<file path="src/rtl/bin2bcd_seq_pkg.sv">
// bin2bcd_seq_pkg: shared constants, FSM encodings and digit-count helper for the BCD converter
package bin2bcd_seq_pkg;
  localparam int BCD_DIGIT_W = 4;
  localparam logic [0:0] ST_IDLE  = 1'b0;
  localparam logic [0:0] ST_SHIFT = 1'b1;
  // minimum digit count holding 2**width-1 (floor(width*log10(2))+1)
  function automatic int bcd_digits(input int width);
    return (width * 30103) / 100000 + 1;
  endfunction
endpackage

</file>
<file path="src/rtl/bin2bcd_seq_add3.sv">
// bin2bcd_seq_add3: double-dabble correction cell, adds 3 to a BCD digit that is >= 5
//   d_i  in  4  digit before correction
//   d_o  out 4  corrected digit
module bin2bcd_seq_add3
  import bin2bcd_seq_pkg::*;
(
  input  logic [BCD_DIGIT_W-1:0] d_i,
  output logic [BCD_DIGIT_W-1:0] d_o
);
  always_comb d_o = (d_i >= 4'd5) ? d_i + 4'd3 : d_i;
endmodule

</file>
<file path="src/rtl/bin2bcd_seq.sv">
// bin2bcd_seq: sequential double-dabble converter, one binary bit per clock under start/done
//   clk    in   1         clock
//   rst_n  in   1         async active-low reset
//   start  in   1         conversion request, sampled while idle
//   bin    in   WIDTH     binary operand captured on accepted start
//   busy   out  1         conversion in progress
//   done   out  1         one-cycle pulse, bcd/ovf just updated
//   bcd    out  4*DIGITS  packed BCD result, digit 0 in [3:0]
//   ovf    out  1         result exceeded DIGITS digits
module bin2bcd_seq
  import bin2bcd_seq_pkg::*;
#(
  parameter int WIDTH  = 16,
  parameter int DIGITS = bcd_digits(WIDTH)
) (
  input  logic                          clk,
  input  logic                          rst_n,
  input  logic                          start,
  input  logic [WIDTH-1:0]              bin,
  output logic                          busy,
  output logic                          done,
  output logic [DIGITS*BCD_DIGIT_W-1:0] bcd,
  output logic                          ovf
);
  localparam int BW = DIGITS * BCD_DIGIT_W;
  localparam int WW = BW + WIDTH;
  localparam int CW = $clog2(WIDTH + 1);
  logic [0:0]    state_q, state_d;
  logic [WW-1:0] work_q, work_d;
  logic [CW-1:0] cnt_q, cnt_d;
  logic          sticky_q, sticky_d;
  logic [BW-1:0] bcd_q, bcd_d;
  logic          ovf_q, ovf_d;
  logic          done_q, done_d;
  logic [BW-1:0] corr;
  logic [WW-1:0] shifted;
  logic          out_bit;
  genvar i;
  generate
    for (i = 0; i < DIGITS; i++) begin : g_add3
      bin2bcd_seq_add3 u_add3 (
        .d_i(work_q[WIDTH + i*BCD_DIGIT_W +: BCD_DIGIT_W]),
        .d_o(corr[i*BCD_DIGIT_W +: BCD_DIGIT_W])
      );
    end
  endgenerate
  // the corrected top bit leaves the register on this shift; any 1 there is overflow
  assign out_bit = corr[BW-1];
  assign shifted = {corr[BW-2:0], work_q[WIDTH-1:0], 1'b0};
  always_comb begin
    state_d  = state_q;
    work_d   = work_q;
    cnt_d    = cnt_q;
    sticky_d = sticky_q;
    bcd_d    = bcd_q;
    ovf_d    = ovf_q;
    done_d   = 1'b0;
    if (state_q == ST_IDLE) begin
      if (start) begin
        state_d  = ST_SHIFT;
        work_d   = {{BW{1'b0}}, bin};
        cnt_d    = CW'(WIDTH);
        sticky_d = 1'b0;
      end
    end else begin
      work_d   = shifted;
      cnt_d    = cnt_q - 1'b1;
      sticky_d = sticky_q | out_bit;
      if (cnt_q == CW'(1)) begin
        bcd_d   = shifted[WW-1 -: BW];
        ovf_d   = sticky_q | out_bit;
        done_d  = 1'b1;
        state_d = ST_IDLE;
      end
    end
  end
  always_ff @(posedge clk or negedge rst_n) begin
    if (!rst_n) begin
      state_q  <= ST_IDLE;
      work_q   <= '0;
      cnt_q    <= '0;
      sticky_q <= 1'b0;
      bcd_q    <= '0;
      ovf_q    <= 1'b0;
      done_q   <= 1'b0;
    end else begin
      state_q  <= state_d;
      work_q   <= work_d;
      cnt_q    <= cnt_d;
      sticky_q <= sticky_d;
      bcd_q    <= bcd_d;
      ovf_q    <= ovf_d;
      done_q   <= done_d;
    end
  end
  assign busy = (state_q == ST_SHIFT);
  assign done = done_q;
  assign bcd  = bcd_q;
  assign ovf  = ovf_q;
endmodule

</file>
<file path="config.mk">
export PLATFORM = sky130hd
export DESIGN_NAME = bin2bcd_seq
export DESIGN_NICKNAME = d
export VERILOG_FILES = /design/src/rtl/bin2bcd_seq_pkg.sv /design/src/rtl/bin2bcd_seq_add3.sv /design/src/rtl/bin2bcd_seq.sv
export SDC_FILE = /design/constraint.sdc
export NUM_CORES = 1
export LEC_CHECK = 0
export CAP_MARGIN = 20
export CORE_MARGIN = 2
export CORE_UTILIZATION = 23
export DETAILED_ROUTE_END_ITERATION = 7
export DONT_BUFFER_PORTS = 1
export PLACE_DENSITY_LB_ADDON = 0.15
export SKIP_CTS_REPAIR_TIMING = 1
export SYNTH_ARGS = -nofsm -noshare
export SYNTH_HDL_FRONTEND = slang
export SYNTH_SLANG_ARGS = --single-unit
</file>
<file path="constraint.sdc">
create_clock -name clk -period 2.6 [get_ports clk]
set_input_delay 0.52 -clock clk [delete_from_list [all_inputs] [get_ports clk]]
set_output_delay 0.52 -clock clk [all_outputs]
set_load 0.005 [all_outputs]
</file>
Yosys cells after proc, flatten, opt, wreduce, memory -nomap -nowiden
Index checks and enable logic that the tools add are counted.
{"block": "totals", "reg_bits": 65, "output_inout_bits": 23, "elab_cells": 38}
{"block": "classes", "reduce_logical": 2, "magnitude_cmp": 5, "n_bitwise": 1, "eq_ne": 1, "n_mux": 16, "n_addsub": 6}
{"cell": "two-way mux 36 bit", "n": 2}
{"cell": "adder 4 x 2 -> 4 bit, second input constant", "n": 5}
{"cell": "greater-or-equal comparator 4 x 3 -> 1 bit, second input constant", "n": 5}
{"cell": "two-way mux 4 bit", "n": 5}
{"cell": "two-way mux 5 bit", "n": 2}
{"cell": "two-way mux 1 bit", "n": 7}
{"cell": "== test 5 x 1 -> 1 bit, second input constant", "n": 1}
{"cell": "subtractor 5 x 1 -> 5 bit, second input constant", "n": 1}
{"cell": "AND reduction 2 bit", "n": 1}
{"cell": "nonzero test 2 bit", "n": 1}
{"cell": "OR 1 bit", "n": 1}

Longest topological paths before layout
Gate-level depths: netlist (run 1).
{"block": "logic_depth", "word_depth": 4, "depth_mapped": 6, "ltp_nobuf": 6}

Cells and area by module
From an unflattened synthesis (run 1), not the netlist that was laid out.
{"block": "unflattened", "cells_unflattened": 275, "hier_area_um2": 3104.2}
{"module": "bin2bcd_seq", "instances": 1, "cells_each": 195, "area_per_inst_um2": 2597.5}
{"module": "bin2bcd_seq_add3", "instances": 5, "cells_each": 16, "area_per_inst_um2": 101.3}

Worst setup path before layout (run 1)
OpenSTA, ideal clock, no wires.
{"block": "synth_timing", "kind": "reg-to-reg", "start": "register cnt_q[1]", "end": "register bcd_q[10], in the netlist bcd[10]", "path_buffers": 1, "stages_incl_launch_ff": 6, "t_arrival_ps": 1429, "setup_slack_ps": 1044, "required_time_ps": 2473, "cell_sequence": "dfrtp_1 > inv_1 > ha_1 > nor4b_4 > buf_6 > mux2_1"}
{"block": "synth_between", "elab_chain_len": 2}
{"item": "from (decl)", "line_no": "bin2bcd_seq.sv:30", "rtl": "logic [CW-1:0] cnt_q, cnt_d;"}
{"item": "from (signal assigned)", "line_no": "bin2bcd_seq.sv:89", "rtl": "cnt_q <= cnt_d;"}
{"item": "== test 5 x 1 -> 1 bit", "line_no": "bin2bcd_seq.sv:69", "rtl": "if (cnt_q == CW'(1)) begin"}
{"item": "AND reduction 2 bit (no line)"}
{"item": "to (signal assigned)", "line_no": "bin2bcd_seq.sv:83", "rtl": "bcd_q <= '0;"}
{"item": "to (signal assigned)", "line_no": "bin2bcd_seq.sv:91", "rtl": "bcd_q <= bcd_d;"}
{"item": "to (decl)", "line_no": "bin2bcd_seq.sv:32", "rtl": "logic [BW-1:0] bcd_q, bcd_d;"}
Every way passes these cells.
A chain may end at the register's enable or synchronous reset.

Worst setup path after layout (run 1)
{"block": "layout_timing", "start": "register state_q, in the netlist busy", "end": "output busy"}
{"item": "from (decl)", "line_no": "bin2bcd_seq.sv:28", "rtl": "logic [0:0] state_q, state_d;"}
{"item": "from (signal assigned)", "line_no": "bin2bcd_seq.sv:87", "rtl": "state_q <= state_d;"}
{"item": "to (decl)", "line_no": "bin2bcd_seq.sv:20", "rtl": "output logic busy,"}
No word-level cell between the ends.

==> results of run 1 <==
## power groups by stage
stage | clock network [mW] | logic [mW] | registers [mW]
after CTS | 1.17 | 1.66 | 1.93
after detailed placement | 0 | 1.65 | 1.94
after floorplan | 0 | 1.44 | 1.78
after global routing | 1.22 | 1.92 | 2.01
after global placement | 0 | 1.62 | 1.94
final | 1.11 | 1.64 | 1.91
## worst register-to-register path: stages, from the launching register on
cell	delay [ns]
dfrtp_2	0.69
nand2b_4	0.11
nor4b_4	0.24
buf_4	0.27
mux2_2	0.37
## state kept, by name, indices dropped and copies added (netlist names)
signal	flops
cnt_q	5
sticky_q	1
busy	1
ovf	1
bcd	20
work_q	36
done	1
## synth_stat cells, types with 2 or more instances
| cell | instances | share of area [%] |
|---|---|---|
| dfrtp_1 | 65 | 52 |
| nand2_1 | 36 | 4.3 |
| mux2i_1 | 25 | 7.9 |
| o21ai_0 | 22 | 3.5 |
| nor2_1 | 20 | 2.4 |
| a21oi_1 | 19 | 3.0 |
| inv_1 | 14 | 1.7 |
| ha_1 | 12 | 4.8 |
| a21o_1 | 11 | 2.6 |
| mux2_2 | 9 | 3.2 |
| buf_2 | 8 | 1.3 |
| nand2b_1 | 8 | 1.6 |
| nor3_1 | 6 | 0.95 |
| nor3b_1 | 6 | 1.4 |
| mux2_1 | 5 | 1.8 |
| xnor2_1 | 5 | 1.4 |
| a31oi_1 | 4 | 0.79 |
| a32o_1 | 4 | 1.3 |
| clkbuf_1 | 3 | 0.36 |
| a22o_1 | 2 | 0.56 |
| buf_6 | 2 | 0.71 |
| o31ai_1 | 2 | 0.48 |
| xor2_1 | 2 | 0.56 |
## area by class of cell
cell class                 instances  area (um^2)
fill                            1397         9680
sequential                        65         1630
multi-input combinational        202         1390
clock buffer                      14          264
tap                              176          220
inverter                          14         52.6
timing repair buffer               4         50.0
clock inverter                     2         12.5
## how the worst min path moves through the flow
stage | endpoint | slack [ns]
2_1_floorplan | bcd[0]$_DFFE_PN0P_ | 0.22
3_3_place_gp | work_q[14]$_DFFE_PN0P_ | 0.23
3_5_place_dp | work_q[14]$_DFFE_PN0P_ | 0.23
4_1_cts | bcd[1]$_DFFE_PN0P_ | -0.13
5_1_grt | work_q[3]$_DFFE_PN0P_ | 0.09
6_report | work_q[9]$_DFFE_PN0P_ | 0.07
## cell families (layout without fill, tap and decap cells)
logic type,Yosys count,after routing
buf+inv,28,34
xor+xnor,7,7
simple gates,79,79
mux,39,39
flops,65,65
compound gates,65,65
fa+ha+maj,12,12
## stage by stage
step                power [mW]  instance area, um^2
global route              5.14                 3620
CTS                       4.76                 3590
detailed placement        3.59                 3310
floorplan                 3.22                 3150
global placement          3.57                 3310
finish                    4.67                 3620
## layout by cell type, fill, tap and decap left out
| master | count |
|---|---|
| a32o_1 | 4 |
| mux2_1 | 5 |
| nor3b_1 | 6 |
| clkinv_2 | 1 |
| a21o_1 | 11 |
| buf_16 | 1 |
| nand2b_4 | 1 |
| clkbuf_16 | 9 |
| dfrtp_2 | 1 |
| nand2_1 | 36 |
| clkbuf_1 | 3 |
| buf_4 | 3 |
| mux2_2 | 9 |
| xor2_1 | 2 |
| clkbuf_8 | 2 |
| clkinvlp_4 | 1 |
| nand2b_1 | 8 |
| or3_1 | 1 |
| nor2_1 | 20 |
| a21oi_1 | 19 |
| mux2i_1 | 25 |
| xnor2_1 | 5 |
| o22ai_1 | 1 |
| nor3_1 | 6 |
| dfrtp_1 | 64 |
| ha_1 | 12 |
| a31oi_1 | 4 |
| a22o_1 | 2 |
| inv_1 | 14 |
| o31ai_1 | 2 |
| nor4b_4 | 1 |
| o21ai_0 | 22 |
## routing by layer
| metal | track usage (%) | vias up | share of wire [%] |
|---|---|---|---|
| li1 | - | 1023 | - |
| met1 | 12.7 | 979 | 48 |
| met2 | 14.9 | 41 | 43 |
| met3 | 5.12 | 10 | 6.9 |
| met4 | 3.05 | 0 | 1.8 |
| met5 | 0 | - | 0 |
==> key figures, run 1 <==
Worst setup path
  • WP buf/inv: 1
  • Levels on crit path: 1
  • Reg2reg start: busy$_DFF_PN0_
  • R2R Setup Slk: 0.80 ns
  • Required time of the critical path: 2.08 ns
  • CP arrival: approximately 1.6 ns
  • Crit path kind: reg -> out
  • CP max FO: 51
  • Max stage delay on crit path: approximately 0.69 ns
  • CP delay by family, top: flip-flops
  • FF-to-FF End: bcd[5]$_DFFE_PN0P_
  • CP Launch Type: register
  • Worst Reg-to-Reg Cells: 4
  • CP endpoint: busy
  • Crit path cell chain: buf_4
  • Critical path's slowest cell: dfrtp_2
  • Crit. Startpoint: busy$_DFF_PN0_
  • CP Capture Type: primary output

Yosys
  • Post-synthesis simple-gate area fraction: 12.0%
  • Synthesized area: 3150 um^2
  • YS warnings: 0
  • Post-synthesis cell count: 295
  • Syn Area/Cell: 10.7 um^2
  • Post-synthesis mux area share: 12.9%
  • FFs w/ async S/R, synth: 100%
  • Seq cells post-synth: 65
  • Synth cell types: 28
  • Post-synth net total: about 330
  • Post-synthesis compound-gate area fraction: about an eighth
  • Adder-cell area share of the yosys netlist: 4.77%
  • Xor and xnor area share after synthesis: 1.95%
  • Register area share after synthesis: between 50% and 60%
  • Post-synth EDFFs: 0
  • Main combinational cell family by area after synthesis: multiplexers
  • Top FF cell, synth: dfrtp_1

Global route
  • Total gr overflow: 0
  • First-pass GRT wire length: 11.3 mm
  • Vias in the first global route: 2213
  • Largest net degree at the start of global routing: 66
  • All-Layer GR Usage: 10.0%
  • Initial antenna violation count: 0

Timing
  • Worst Skew: 0.00538 ns
  • RSZ-0062 raised after global routing: false
  • Setup Viol. Count Final: 0
  • Worst-margin pin slew: 0.689 ns
  • Max Freq: about 0.48 GHz
  • Hold_ws: 0.0673 ns
  • Max-slew violation count: 0
  • Tmin final: 2.09 ns
  • Tcrit/Tclk final: 80.5%
  • Fin Setup TNS: 0 ns
  • Final hold violations: 0
  • Worst slew margin: 53.9%
  • Setup WS post-layout: 0.506 ns

Floorplanning
  • Full die area: 14700 um^2
  • Floorplan Core Area: 13300 um^2
  • Die height: 121 um
  • Std cell rows: 42
  • Die extent in x: 121 um
  • Initial Util: a little under a quarter
  • I/O Pins: 42

Route
  • DR WL/cell: between 10 and 15 um
  • Vias: between 2000 and 2500
  • Routed Antenna Nets: 0
  • First-pass detailed-route iteration total: 4
  • Vias per cell: between 4 and 5
  • # DRC: 0
  • DRT Wirelength: 6.51 mm
  • DRT iter0 DRCs: 96

Place
  • Placed cells: 460
  • Placer congestion estimate: roughly 0.74
  • DP Worst Slack: 0.773 ns
  • HPWL after detailed placement: 4.14 mm
  • Buffers on Ports: 0

Clocking
  • Clk_lat worst skew: 0.33 ns
  • Clock-pin transition on the worst setup and hold timing paths: 0.05 ns
  • TritonCTS buffer count: 9
  • CTS tree: yes
  • CTS H-Tree Depth: 3
  • Root Driver: clkbuf_16
  • # clock sinks: 65
  • Clock Tree Buf Depth: 2

Pwr
  • Power Dens Cells: ~1300 nW/um^2
  • Worst VDD drop: 316 uV
  • Sw Share: 35.7%
  • Reg power frac: between 40% and 50%
  • Power Internal: around 3 mW
  • Leakage: 1.67 nW
  • Clock share of power: a little under a quarter
  • Net Sw Power: 1.67 mW
  • Comb pwr share: 35.2%

Finish
  • Nets: around 330
  • Final core occ: 27.2%
  • Share of cells above drive strength 1: 9.63%
  • Layout area overhead: 14.8%
  • Finished Layout Cells: 477
  • Antenna cells: 0

Outcome
  • Outcome: completed

Job
  • Max Cap Viol: 0

Min path
  • Hold Crit Class: in -> async
Power figures use the tool's default switching activity.
==> run 2, diff against run 1 <==
==> constraint.sdc (replaced) <==
create_clock -name clk -period 1.75 [get_ports clk]
set_input_delay 0.35 -clock clk [delete_from_list [all_inputs] [get_ports clk]]
set_output_delay 0.35 -clock clk [all_outputs]
set_load 0.005 [all_outputs]
==> run 2 against run 1 <==
  * The run now ends with hold timing left
  * Sequential cell count is the same
  * Combinational power increased by 56%
  * Die area unchanged
  * Non-clock buffer count increased by 3
  * Highest routed layer unchanged
  * Critical endpoint is now bcd[2]$_DFFE_PN0P_
  * Clock-buffer cell count unchanged
  * Worst setup slack lost 0.37 ns
  * Critical path depth is 5 higher
  * Clock power increased by 66%
  * Cell count up 0.63%
  * Global-route usage about the same
  * Sequential share of layout area down 0.81 points
==> key figures, run 2 (synthesized netlist as in run 1, its figures left out) <==
Clocking
  • CTS H-Tree Depth: 3
  • Root Driver: clkbuf_16
  • # clock sinks: 65
  • Clock-pin transition on the worst setup and hold timing paths: 0.05 ns
  • Clk_lat worst skew: ~0.32 ns
  • CTS tree: yes
  • Clock Tree Buf Depth: 2
  • TritonCTS buffer count: 9

Worst setup path
  • CP Capture Type: register
  • CP max FO: 4
  • Required time of the critical path: approximately 2 ns
  • Crit. Startpoint: work_q[16]$_DFFE_PN0P_
  • CP Launch Type: register
  • CP delay by family, top: flip-flops
  • CP arrival: 1.87 ns
  • Critical path's slowest cell: dfrtp_1
  • Max stage delay on crit path: a little over 0.4 ns
  • Reg2reg start: work_q[16]$_DFFE_PN0P_
  • WP buf/inv: 1
  • Crit path cell chain: inv_1 -> ha_1 -> nand2b_1 -> a21oi_2 -> mux2_2 -> a21oi_1
  • Crit path kind: reg -> reg

Route
  • DRT Wirelength: between 6 and 7 mm
  • Vias per cell: 4.34
  • DRT iter0 DRCs: 94
  • Vias: ~2100
  • DR WL/cell: 13.9 um
  • # DRC: 0
  • First-pass detailed-route iteration total: 4
  • Routed Antenna Nets: 0

Floorplanning
  • Die height: 121 um
  • Full die area: between 10000 and 15000 um^2
  • Floorplan Core Area: 13300 um^2
  • Die extent in x: between 100 and 150 um
  • Std cell rows: 42
  • Initial Util: between 20% and 30%
  • I/O Pins: 42

Timing
  • Max Freq: 0.618 GHz
  • Worst slew margin: a little over three fifths
  • Fin Setup TNS: 0 ns
  • Tcrit/Tclk final: 92.4%
  • Hold_ws: -0.282 ns
  • RSZ-0062 raised after global routing: false
  • Worst-margin pin slew: 0.551 ns
  • Max-slew violation count: 0
  • Worst Skew: 0.00594 ns
  • Final hold violations: 65
  • Setup Viol. Count Final: 0
  • Tmin final: 1.62 ns

Finish
  • Nets: 330
  • Top reg by flops: work_q
  • Layout area overhead: 16.9%
  • Max reg flops: 36
  • Most common cell after layout, fill and taps aside: dfrtp_1
  • Antenna cells: 0
  • Commonest cells after routing, fill and taps aside: dfrtp_1, nand2_1, mux2i_1
  • Share of cells above drive strength 1: 12.5%

Global route
  • Total gr overflow: 0
  • Largest net degree at the start of global routing: 66
  • All-Layer GR Usage: 9.99%
  • Vias in the first global route: about 2200
  • Initial antenna violation count: 0
  • First-pass GRT wire length: 11.3 mm

Place
  • Placer congestion estimate: around 0.75
  • HPWL after detailed placement: between 4 and 5 mm
  • Buffers on Ports: 0

Pwr
  • Power Dens Cells: 1950 nW/um^2
  • Leakage: 1.70 nW
  • Worst VDD drop: around 510 uV

Min path
  • Hold Crit Class: in -> async

Job
  • Max Cap Viol: 0

Outcome
  • Outcome: complete, but fails checks
  • Failing checks: hold timing
## run 2: metrics by stage
step / setup slack (ns) / utilization (%) / instance area [um^2] / power (mW) / instances
finish: 0.133 / 27.7 / 3680 / 7.19 / 480
global route: 0.0103 / 27.7 / 3680 / 7.88 / 480
CTS: 0.0687 / 27.6 / 3660 / 7.29 / 480
detailed placement: 0.0843 / 25.2 / 3360 / 5.36 / 464
global placement: 0.103 / 25.2 / 3360 / 5.32 / 464
floorplan: 0.194 / - / 3150 / 4.78 / 295
## run 2: worst paths after layout
path	endpoint	slack (ns)	cells past startpoint
setup / recovery	bcd[2]$_DFFE_PN0P_	0.13	6
setup reg to reg	bcd[2]$_DFFE_PN0P_	0.13	6
hold / removal	work_q[14]$_DFFE_PN0P_	-0.28	0
hold reg to reg	work_q[15]$_DFFE_PN0P_	0.48	2
max in group asynchronous	done$_DFF_PN0_	1.89	0
min in group clk	cnt_q[1]$_DFFE_PN0P_	0.11	1
## run 2: power breakdown
part           leakage [nW]  internal [mW]  total (mW)  switching [mW]
clock                 0.153           1.22        1.84           0.623
sequential            0.805           2.20        2.79           0.593
combinational         0.743           1.28        2.56            1.28
total                  1.70           4.69        7.19            2.50
## run 2: area by class of cell
type / count / area, um^2
Multi-Input combinational cell: 202 / 1410
Sequential cell: 65 / 1630
Fill cell: 1392 / 9610
Clock inverter: 2 / 35.0
Timing Repair Buffer: 7 / 65.1
Inverter: 14 / 52.6
Clock buffer: 14 / 274
Tap cell: 176 / 220
## run 2: routing by layer
| metal | vias to the layer above | track usage [%] | wire length [um] | part of all wire (%) |
|---|---|---|---|---|
| li1 | 1028 | - | - | - |
| met1 | 1010 | 12.2 | 3080 | 46 |
| met2 | 38 | 15.8 | 3070 | 46 |
| met3 | 8 | 4.32 | 401 | 6.0 |
| met4 | 0 | 3.27 | 94 | 1.4 |
| met5 | - | 0 | 0 | 0 |
